### src/rtl/mem_arbiter_if.sv
// ---------------------------------------------------------------------------
// mem_arbiter_if
// Bundles the two requester ports and the shared memory port of the
// two-to-one memory arbiter.
//   m0_* / m1_* : requester address, write data, byte strobe, read strobe,
//                 returned read data and read/write busy flags.
//   s_*         : shared memory address, write data, byte strobe, read
//                 strobe and read data (valid one cycle after s_rstrb).
// Modports:
//   slave  : the arbiter side (takes requests, drives the shared port).
//   master : the environment side (issues requests, models the memory).
// ---------------------------------------------------------------------------
interface mem_arbiter_if;
  logic [31:0] m0_addr;
  logic [31:0] m0_wdata;
  logic [3:0]  m0_wmask;
  logic        m0_rstrb;
  logic [31:0] m0_rdata;
  logic        m0_rbusy;
  logic        m0_wbusy;

  logic [31:0] m1_addr;
  logic [31:0] m1_wdata;
  logic [3:0]  m1_wmask;
  logic        m1_rstrb;
  logic [31:0] m1_rdata;
  logic        m1_rbusy;
  logic        m1_wbusy;

  logic [31:0] s_addr;
  logic [31:0] s_wdata;
  logic [3:0]  s_wmask;
  logic        s_rstrb;
  logic [31:0] s_rdata;

  modport slave (
    input  m0_addr, m0_wdata, m0_wmask, m0_rstrb,
    output m0_rdata, m0_rbusy, m0_wbusy,
    input  m1_addr, m1_wdata, m1_wmask, m1_rstrb,
    output m1_rdata, m1_rbusy, m1_wbusy,
    output s_addr, s_wdata, s_wmask, s_rstrb,
    input  s_rdata
  );

  modport master (
    output m0_addr, m0_wdata, m0_wmask, m0_rstrb,
    input  m0_rdata, m0_rbusy, m0_wbusy,
    output m1_addr, m1_wdata, m1_wmask, m1_rstrb,
    input  m1_rdata, m1_rbusy, m1_wbusy,
    input  s_addr, s_wdata, s_wmask, s_rstrb,
    output s_rdata
  );
endinterface

### src/rtl/mem_arbiter.sv
// ---------------------------------------------------------------------------
// mem_arbiter
// Two requesters share a single-ported memory. Each requester owns one
// pending slot; the arbiter issues one slot per idle cycle on the shared
// port and, for reads, waits one cycle for the memory data, which it
// registers into that requester's read-data output.
// Ports:
//   clk  : clock, all state changes on the rising edge.
//   rstn : asynchronous active-low reset.
//   bus  : mem_arbiter_if.slave (requester ports and shared memory port).
// Parameter:
//   FIXED_PRIO : 0 = round-robin on ties, 1 = requester 0 always wins ties.
// ---------------------------------------------------------------------------
module mem_arbiter #(
  parameter bit FIXED_PRIO = 1'b0
) (
  input  logic          clk,
  input  logic          rstn,
  mem_arbiter_if.slave  bus
);

  typedef enum logic [0:0] {
    IDLE      = 1'b0,
    WAIT_DATA = 1'b1
  } state_t;

  // Requester inputs gathered into index-able vectors (index 0 = m0).
  logic [1:0][31:0] w_in_addr;
  logic [1:0][31:0] w_in_wdata;
  logic [1:0][3:0]  w_in_wmask;
  logic [1:0]       w_in_rstrb;
  logic [1:0]       w_in_wr;
  logic [1:0]       w_in_req;

  // Pending slots.
  logic [1:0][31:0] r_slot_addr;
  logic [1:0][31:0] r_slot_wdata;
  logic [1:0][3:0]  r_slot_wmask;
  logic [1:0]       r_slot_rd;
  logic [1:0]       r_slot_vld;

  state_t           r_state;
  logic             r_last_gnt;   // 1 = m1 was granted last
  logic             r_rd_owner;   // requester whose read is in flight
  logic [1:0][31:0] r_rdata;

  logic             w_issue;
  logic             w_gnt;
  logic [1:0]       w_inflight;
  logic [1:0]       w_cap;
  logic [1:0]       w_rbusy;
  logic [1:0]       w_wbusy;

  // Gather interface inputs into vectors.
  always_comb begin
    w_in_addr[0]  = bus.m0_addr;
    w_in_addr[1]  = bus.m1_addr;
    w_in_wdata[0] = bus.m0_wdata;
    w_in_wdata[1] = bus.m1_wdata;
    w_in_wmask[0] = bus.m0_wmask;
    w_in_wmask[1] = bus.m1_wmask;
    w_in_rstrb[0] = bus.m0_rstrb;
    w_in_rstrb[1] = bus.m1_rstrb;
    for (int i = 0; i < 2; i++) begin
      w_in_wr[i]  = |w_in_wmask[i];
      w_in_req[i] = w_in_wr[i] | w_in_rstrb[i];
    end
  end

  // Grant selection: single requester wins outright; ties go by policy.
  always_comb begin
    w_issue = (r_state == IDLE) && (|r_slot_vld);
    if (r_slot_vld == 2'b11) begin
      if (FIXED_PRIO) begin
        w_gnt = 1'b0;
      end else begin
        w_gnt = ~r_last_gnt;
      end
    end else if (r_slot_vld[0]) begin
      w_gnt = 1'b0;
    end else begin
      w_gnt = 1'b1;
    end
  end

  // Busy flags and capture enables. A requester is blocked while its slot
  // holds a request or while its read is waiting for memory data, so each
  // requester has at most one access in the system.
  always_comb begin
    for (int i = 0; i < 2; i++) begin
      w_inflight[i] = (r_state == WAIT_DATA) && (r_rd_owner == i[0]);
      w_cap[i]      = w_in_req[i] && !r_slot_vld[i] && !w_inflight[i];
      w_rbusy[i]    = rstn & (w_in_rstrb[i] | (r_slot_vld[i] & r_slot_rd[i]) | w_inflight[i]);
      w_wbusy[i]    = rstn & (w_in_wr[i] | (r_slot_vld[i] & ~r_slot_rd[i]));
    end
  end

  // Shared-port drive: the winning slot is presented in the issue cycle,
  // everything is held at zero otherwise.
  always_comb begin
    if (w_issue) begin
      bus.s_addr = r_slot_addr[w_gnt];
      if (r_slot_rd[w_gnt]) begin
        bus.s_rstrb = 1'b1;
        bus.s_wmask = 4'h0;
        bus.s_wdata = 32'h0;
      end else begin
        bus.s_rstrb = 1'b0;
        bus.s_wmask = r_slot_wmask[w_gnt];
        bus.s_wdata = r_slot_wdata[w_gnt];
      end
    end else begin
      bus.s_addr  = 32'h0;
      bus.s_rstrb = 1'b0;
      bus.s_wmask = 4'h0;
      bus.s_wdata = 32'h0;
    end
  end

  // Requester-facing outputs.
  always_comb begin
    bus.m0_rdata = r_rdata[0];
    bus.m1_rdata = r_rdata[1];
    bus.m0_rbusy = w_rbusy[0];
    bus.m1_rbusy = w_rbusy[1];
    bus.m0_wbusy = w_wbusy[0];
    bus.m1_wbusy = w_wbusy[1];
  end

  // Slot capture/clear, arbitration state and read-data return.
  always_ff @(posedge clk or negedge rstn) begin
    if (!rstn) begin
      r_slot_addr  <= '0;
      r_slot_wdata <= '0;
      r_slot_wmask <= '0;
      r_slot_rd    <= 2'b00;
      r_slot_vld   <= 2'b00;
      r_state      <= IDLE;
      r_last_gnt   <= 1'b1;
      r_rd_owner   <= 1'b0;
      r_rdata      <= '0;
    end else begin
      for (int i = 0; i < 2; i++) begin
        if (w_issue && (w_gnt == i[0])) begin
          r_slot_vld[i] <= 1'b0;
        end else if (w_cap[i]) begin
          // A write strobe takes precedence over a same-cycle read strobe.
          r_slot_vld[i]   <= 1'b1;
          r_slot_addr[i]  <= w_in_addr[i];
          r_slot_wdata[i] <= w_in_wdata[i];
          r_slot_wmask[i] <= w_in_wmask[i];
          r_slot_rd[i]    <= ~w_in_wr[i];
        end else begin
          r_slot_vld[i] <= r_slot_vld[i];
        end
      end

      case (r_state)
        IDLE: begin
          if (w_issue) begin
            r_last_gnt <= w_gnt;
            if (r_slot_rd[w_gnt]) begin
              r_rd_owner <= w_gnt;
              r_state    <= WAIT_DATA;
            end else begin
              r_state <= IDLE;
            end
          end else begin
            r_state <= IDLE;
          end
        end
        WAIT_DATA: begin
          r_rdata[r_rd_owner] <= bus.s_rdata;
          r_state             <= IDLE;
        end
        default: begin
          r_state <= IDLE;
        end
      endcase
    end
  end

endmodule

### src/flat_wrapper.sv
// flat-port wrapper written by rule: the top's interface ports become plain ports
module mem_arbiter_flat 
#(
  parameter bit FIXED_PRIO = 1'b0
)
  (clk, rstn, bus_m0_addr, bus_m0_wdata, bus_m0_wmask, bus_m0_rstrb, bus_m0_rdata, bus_m0_rbusy, bus_m0_wbusy, bus_m1_addr, bus_m1_wdata, bus_m1_wmask, bus_m1_rstrb, bus_m1_rdata, bus_m1_rbusy, bus_m1_wbusy, bus_s_addr, bus_s_wdata, bus_s_wmask, bus_s_rstrb, bus_s_rdata);
  mem_arbiter_if bus_i ();
  input  logic clk;
  input  logic rstn;
  input wire logic [$bits(bus_i.m0_addr)-1:0] bus_m0_addr;
  input wire logic [$bits(bus_i.m0_wdata)-1:0] bus_m0_wdata;
  input wire logic [$bits(bus_i.m0_wmask)-1:0] bus_m0_wmask;
  input wire logic [$bits(bus_i.m0_rstrb)-1:0] bus_m0_rstrb;
  output wire logic [$bits(bus_i.m0_rdata)-1:0] bus_m0_rdata;
  output wire logic [$bits(bus_i.m0_rbusy)-1:0] bus_m0_rbusy;
  output wire logic [$bits(bus_i.m0_wbusy)-1:0] bus_m0_wbusy;
  input wire logic [$bits(bus_i.m1_addr)-1:0] bus_m1_addr;
  input wire logic [$bits(bus_i.m1_wdata)-1:0] bus_m1_wdata;
  input wire logic [$bits(bus_i.m1_wmask)-1:0] bus_m1_wmask;
  input wire logic [$bits(bus_i.m1_rstrb)-1:0] bus_m1_rstrb;
  output wire logic [$bits(bus_i.m1_rdata)-1:0] bus_m1_rdata;
  output wire logic [$bits(bus_i.m1_rbusy)-1:0] bus_m1_rbusy;
  output wire logic [$bits(bus_i.m1_wbusy)-1:0] bus_m1_wbusy;
  output wire logic [$bits(bus_i.s_addr)-1:0] bus_s_addr;
  output wire logic [$bits(bus_i.s_wdata)-1:0] bus_s_wdata;
  output wire logic [$bits(bus_i.s_wmask)-1:0] bus_s_wmask;
  output wire logic [$bits(bus_i.s_rstrb)-1:0] bus_s_rstrb;
  input wire logic [$bits(bus_i.s_rdata)-1:0] bus_s_rdata;
  assign bus_i.m0_addr = bus_m0_addr;
  assign bus_i.m0_wdata = bus_m0_wdata;
  assign bus_i.m0_wmask = bus_m0_wmask;
  assign bus_i.m0_rstrb = bus_m0_rstrb;
  assign bus_m0_rdata = bus_i.m0_rdata;
  assign bus_m0_rbusy = bus_i.m0_rbusy;
  assign bus_m0_wbusy = bus_i.m0_wbusy;
  assign bus_i.m1_addr = bus_m1_addr;
  assign bus_i.m1_wdata = bus_m1_wdata;
  assign bus_i.m1_wmask = bus_m1_wmask;
  assign bus_i.m1_rstrb = bus_m1_rstrb;
  assign bus_m1_rdata = bus_i.m1_rdata;
  assign bus_m1_rbusy = bus_i.m1_rbusy;
  assign bus_m1_wbusy = bus_i.m1_wbusy;
  assign bus_s_addr = bus_i.s_addr;
  assign bus_s_wdata = bus_i.s_wdata;
  assign bus_s_wmask = bus_i.s_wmask;
  assign bus_s_rstrb = bus_i.s_rstrb;
  assign bus_i.s_rdata = bus_s_rdata;
  mem_arbiter #(.FIXED_PRIO(FIXED_PRIO)) u_core (.clk(clk), .rstn(rstn), .bus(bus_i));
endmodule
### config.mk
export PLATFORM = sky130hd
export DESIGN_NAME = mem_arbiter_flat
export DESIGN_NICKNAME = d
export VERILOG_FILES = /design/src/rtl/mem_arbiter_if.sv /design/src/rtl/mem_arbiter.sv /design/src/flat_wrapper.sv
export SDC_FILE = /design/constraint.sdc
export NUM_CORES = 1
export LEC_CHECK = 0
export ABC_AREA = 1
export BUFFER_PORTS_ARGS = -buffer_cell sky130_fd_sc_hd__buf_2
export CAP_MARGIN = 15
export CORE_MARGIN = 4
export CORE_UTILIZATION = 45
export CTS_CLUSTER_DIAMETER = 120
export CTS_CLUSTER_SIZE = 28
export DETAILED_ROUTE_END_ITERATION = 8
export PLACE_DENSITY_LB_ADDON = 0.1
export SYNTH_ARGS = -nofsm -noshare
export SYNTH_HDL_FRONTEND = slang
export SYNTH_SLANG_ARGS = --single-unit
### constraint.sdc
create_clock -name clk -period 2.6 [get_ports clk]
set_clock_uncertainty 0.2 [all_clocks]
set_input_delay 0.39 -clock clk [delete_from_list [all_inputs] [get_ports clk]]
set_output_delay 0.39 -clock clk [all_outputs]
set_load 0.05 [all_outputs]
==> results.yml <==
timing:
  fmaxAchievable_ghz: 0.3836
  setup_violations: 1
  fin_crit_sh_pct: 100.3
  relSlewSlack_pct: 46.36
  setup_ws_ns: -0.006696
  maxSlewViolCount: 0
  fin_crit_ns: 2.607
  tightest_slew_ns: 0.8046
  hold_viol: 0
  rsz0062_at_grt: "yes"
run:
  drv_cap: 0
setup_path:
  start_kind: "register"
  rr_endpoint: "u_core.r_slot_addr[16]$_DFFE_PN0P_"
  critPathMaxFanout: 10
  cp-end-kind: "output port"
  cpMostUsedCell: "nand2_8"
  cp-startpoint: "u_core.r_slot_vld[0]$_DFFE_PN0P_"
  r2r_slack_ns: 0.55
  worstPathRequired_ns: 2.01
  r2r_start: "u_core.r_state$_DFF_PN0_"
  reg2regPathDepth: 6
  slowest_stage: "dfrtp_2"
  worstPathCellList: "nand2_8, nand2_1, nand2_4, nand2_8, clkbuf_16, nor2_2, buf_6"
  slowest_delay_ns: 0.52
  crit_arrival_ns: 2.02
  critPathKind: "reg2out"
global_routing:
  grt_usage_pct: 24.94
  overflow: 0
  grt_pass1_wl_mm: 48.44
  grt_pass1_vias: 9384
  grt_max_degree: 141
  antenna_found_initial: 1
clocking:
  cts_tree: "yes"
  cts_buffer_depth: 3
  insertion_delay_ns: 0.46
  clk_pin_slew_ns: 0.11
  cts_root_buffer: "clkbuf_16"
  cts_inserted_buffers: 11
  htree_num_levels: 1
  cts_sinks: 207
layout:
  seqCellArea_sq_mm: 0.005184
  drive_gt1_share_pct: 26.08
  final_area_sq_mm: 0.01389
  multi_input_area_sq_mm: 0.003645
  fin_nets: 1807
  fillers: 1631
  area_growth_pct: 49.23
die:
  placementRows: 52
  coreArea_sq_mm: 0.02030
  initial_utilization_pct: 45.86
  die_h_um: 151.8
  dieArea_sq_mm: 0.02305
  ios: 309
  die_w_um: 151.8
yosys:
  synth_cell_types: 22
  yosys.area.top_type: "dfrtp_1"
  yosysWarningCount: 0
  synth_common_cells: "nand2_1 (522), dfrtp_1 (206), nand3_1 (140), inv_1 (85), nor2_1 (72)"
  seq_area_frac_synth_pct: 55.66
  synth-seq-cells: 207
  synth_most_common_cell: "nand2_1"
  synth_area_sq_mm: 0.009309
  ys_top_cells_by_area: "dfrtp_1 (55%), nand2_1 (21%), nand3_1 (7.5%)"
  synth_edf_count: 0
  async_flop_share_pct: 100.0
  synthCells: 1187
  synth_nets: 1359
  syn_avg_cell_area_sq_um: 7.842
  synthFlopType: "dfrtp_1"
  synth_top_area_share_pct: 55.38
drt:
  vias: 9422
  postRouteAntennaNets: 0
  via_per_inst: 4.938
  routedWlPerCell_um: 16.22
  drcViolationCount: 0
  routed_wl_mm: 30.95
  drt_first_pass_iters: 5
  drtIter0Drc: 602
pwr:
  swShare_pct: 53.51
  switchingPower_mw: 11.62
  p_leak_nw: 7.490
  clock_power_share_pct: 8.6
  p_per_area_mw_per_mm2: 1563
  seq_power_share_pct: 26.2
  ir_worst_vdd_mv: 0.9540
  power_frac_comb_pct: 65.2
  p_int_mw: 10.09
  totalPowerFinal_mw: 21.71
status:
  run_status: "finished, violations left"
  violations: "negative setup slack"
placement:
  dp_hpwl_mm: 18.21
  gp_congestion: 0.8608
  placed_cell_area_sq_mm: 0.01103
  port_buffers: 308
worst_hold_path:
  min_path_type: "in2async"
[power groups by stage]
stage                     Combinational, mW  Clock (mW)  Sequential, mW
after floorplan                        7.34           0            7.06
after global placement                 11.4           0            5.67
after detailed placement               11.5           0            5.67
after CTS                              12.7        1.94            5.63
after global routing                   15.1        2.04            5.87
final                                  14.2        1.87            5.69
[cells in the final DEF, fill, tap and decap left out, types with 3 or more instances in the layout]
cell / Yosys / routed
a21oi_1: 32 / 32
buf_12: 0 / 8
buf_2: 28 / 239
buf_4: 19 / 21
buf_6: 2 / 53
buf_8: 0 / 9
clkbuf_1: 12 / 3
clkbuf_16: 0 / 14
dfrtp_1: 206 / 204
dlygate4sd3_1: 0 / 171
inv_1: 85 / 78
inv_2: 4 / 10
nand2_1: 522 / 492
nand2_2: 3 / 26
nand2_4: 0 / 5
nand3_1: 140 / 139
nor2_1: 72 / 48
nor2_2: 1 / 19
nor2_4: 4 / 10
o21ai_0: 38 / 37
[sequential cells by signal, summed over array words and instances, names as in the netlist]
register and cells:
u_core.r_slot_wdata 64, u_core.r_slot_vld 2, u_core.r_slot_rd 2, u_core.r_last_gnt 1
u_core.bus.m0_rdata 32, u_core.r_state 1, u_core.r_slot_addr 64, u_core.r_slot_wmask 8
u_core.r_rd_owner 1, u_core.bus.m1_rdata 32
[per-layer routing]
layer | share of wire [%] | wire [um] | track usage, %
met3 | 6.8 | 2093 | 4.522
met1 | 40 | 12410 | 32.62
met4 | 3.2 | 1001 | 6.464
met5 | 0.042 | 13 | 0
met2 | 50 | 15430 | 43.12
[final cells by class]
cell class	instances	share of cell area (%)
antenna	1	0.01801
clock buffer	14	2.063
clock inverter	1	0.1441
inverter	89	2.459
multi-input combinational	819	26.24
sequential	207	37.31
tap	270	2.432
timing repair buffer	507	29.33
[worst max-delay path: cells and delay by family (launching register included)]
kind	cells	cell delay, ns
DFF	1	0.52
buffers and inverters	2	0.38
and+or+nand+nor	5	0.66
[logic make-up after synthesis]
| logic type | count (synthesis) | share of synthesized area (%) |
|---|---|---|
| flip-flops | 207 | 55.66 |
| buffers and inverters | 161 | 7.796 |
| AND/OR/NAND/NOR | 746 | 32.59 |
| AO/OA/AOI/OAI | 73 | 3.952 |
[worst max-delay path by stage]
stage                            endpoint  slack [ns]  depth (start not counted)
after floorplan           bus_s_wdata[10]        0.25                          9
after global placement     bus_s_wmask[3]        0.36                          8
after detailed placement   bus_s_wmask[3]        0.31                          8
after CTS                 bus_s_wdata[26]       -0.03                         10
after global routing       bus_s_wmask[1]       -0.11                          7
final                      bus_s_wmask[1]      -0.007                          7
[what timing repair did]
action,4_1_cts,5_1_grt
endpoints found under the setup margin,68,69
endpoints found under the hold margin,389,0
setup buffers,1,3
hold buffers,171,0
gates cloned,2,4
pin swaps,0,10
gates resized for setup,90,139
[per-stage QoR]
step           utilization [%]  hold slack, ns  setup slack, ns  setup TNS (ns)  std cells
4_1_cts                  65.91          0.1578         -0.03103         -0.5147       1901
5_1_grt                  68.42          0.1712          -0.1076          -2.980       1907
6_report                 68.44          0.1854        -0.006696       -0.006696       1908
2_1_floorplan                -         -0.1056           0.2510               0       1187
3_3_place_gp             54.34        0.007059           0.3643               0       1712
3_5_place_dp             54.34        0.007986           0.3136               0       1712
Power figures use the tool's default switching activity.
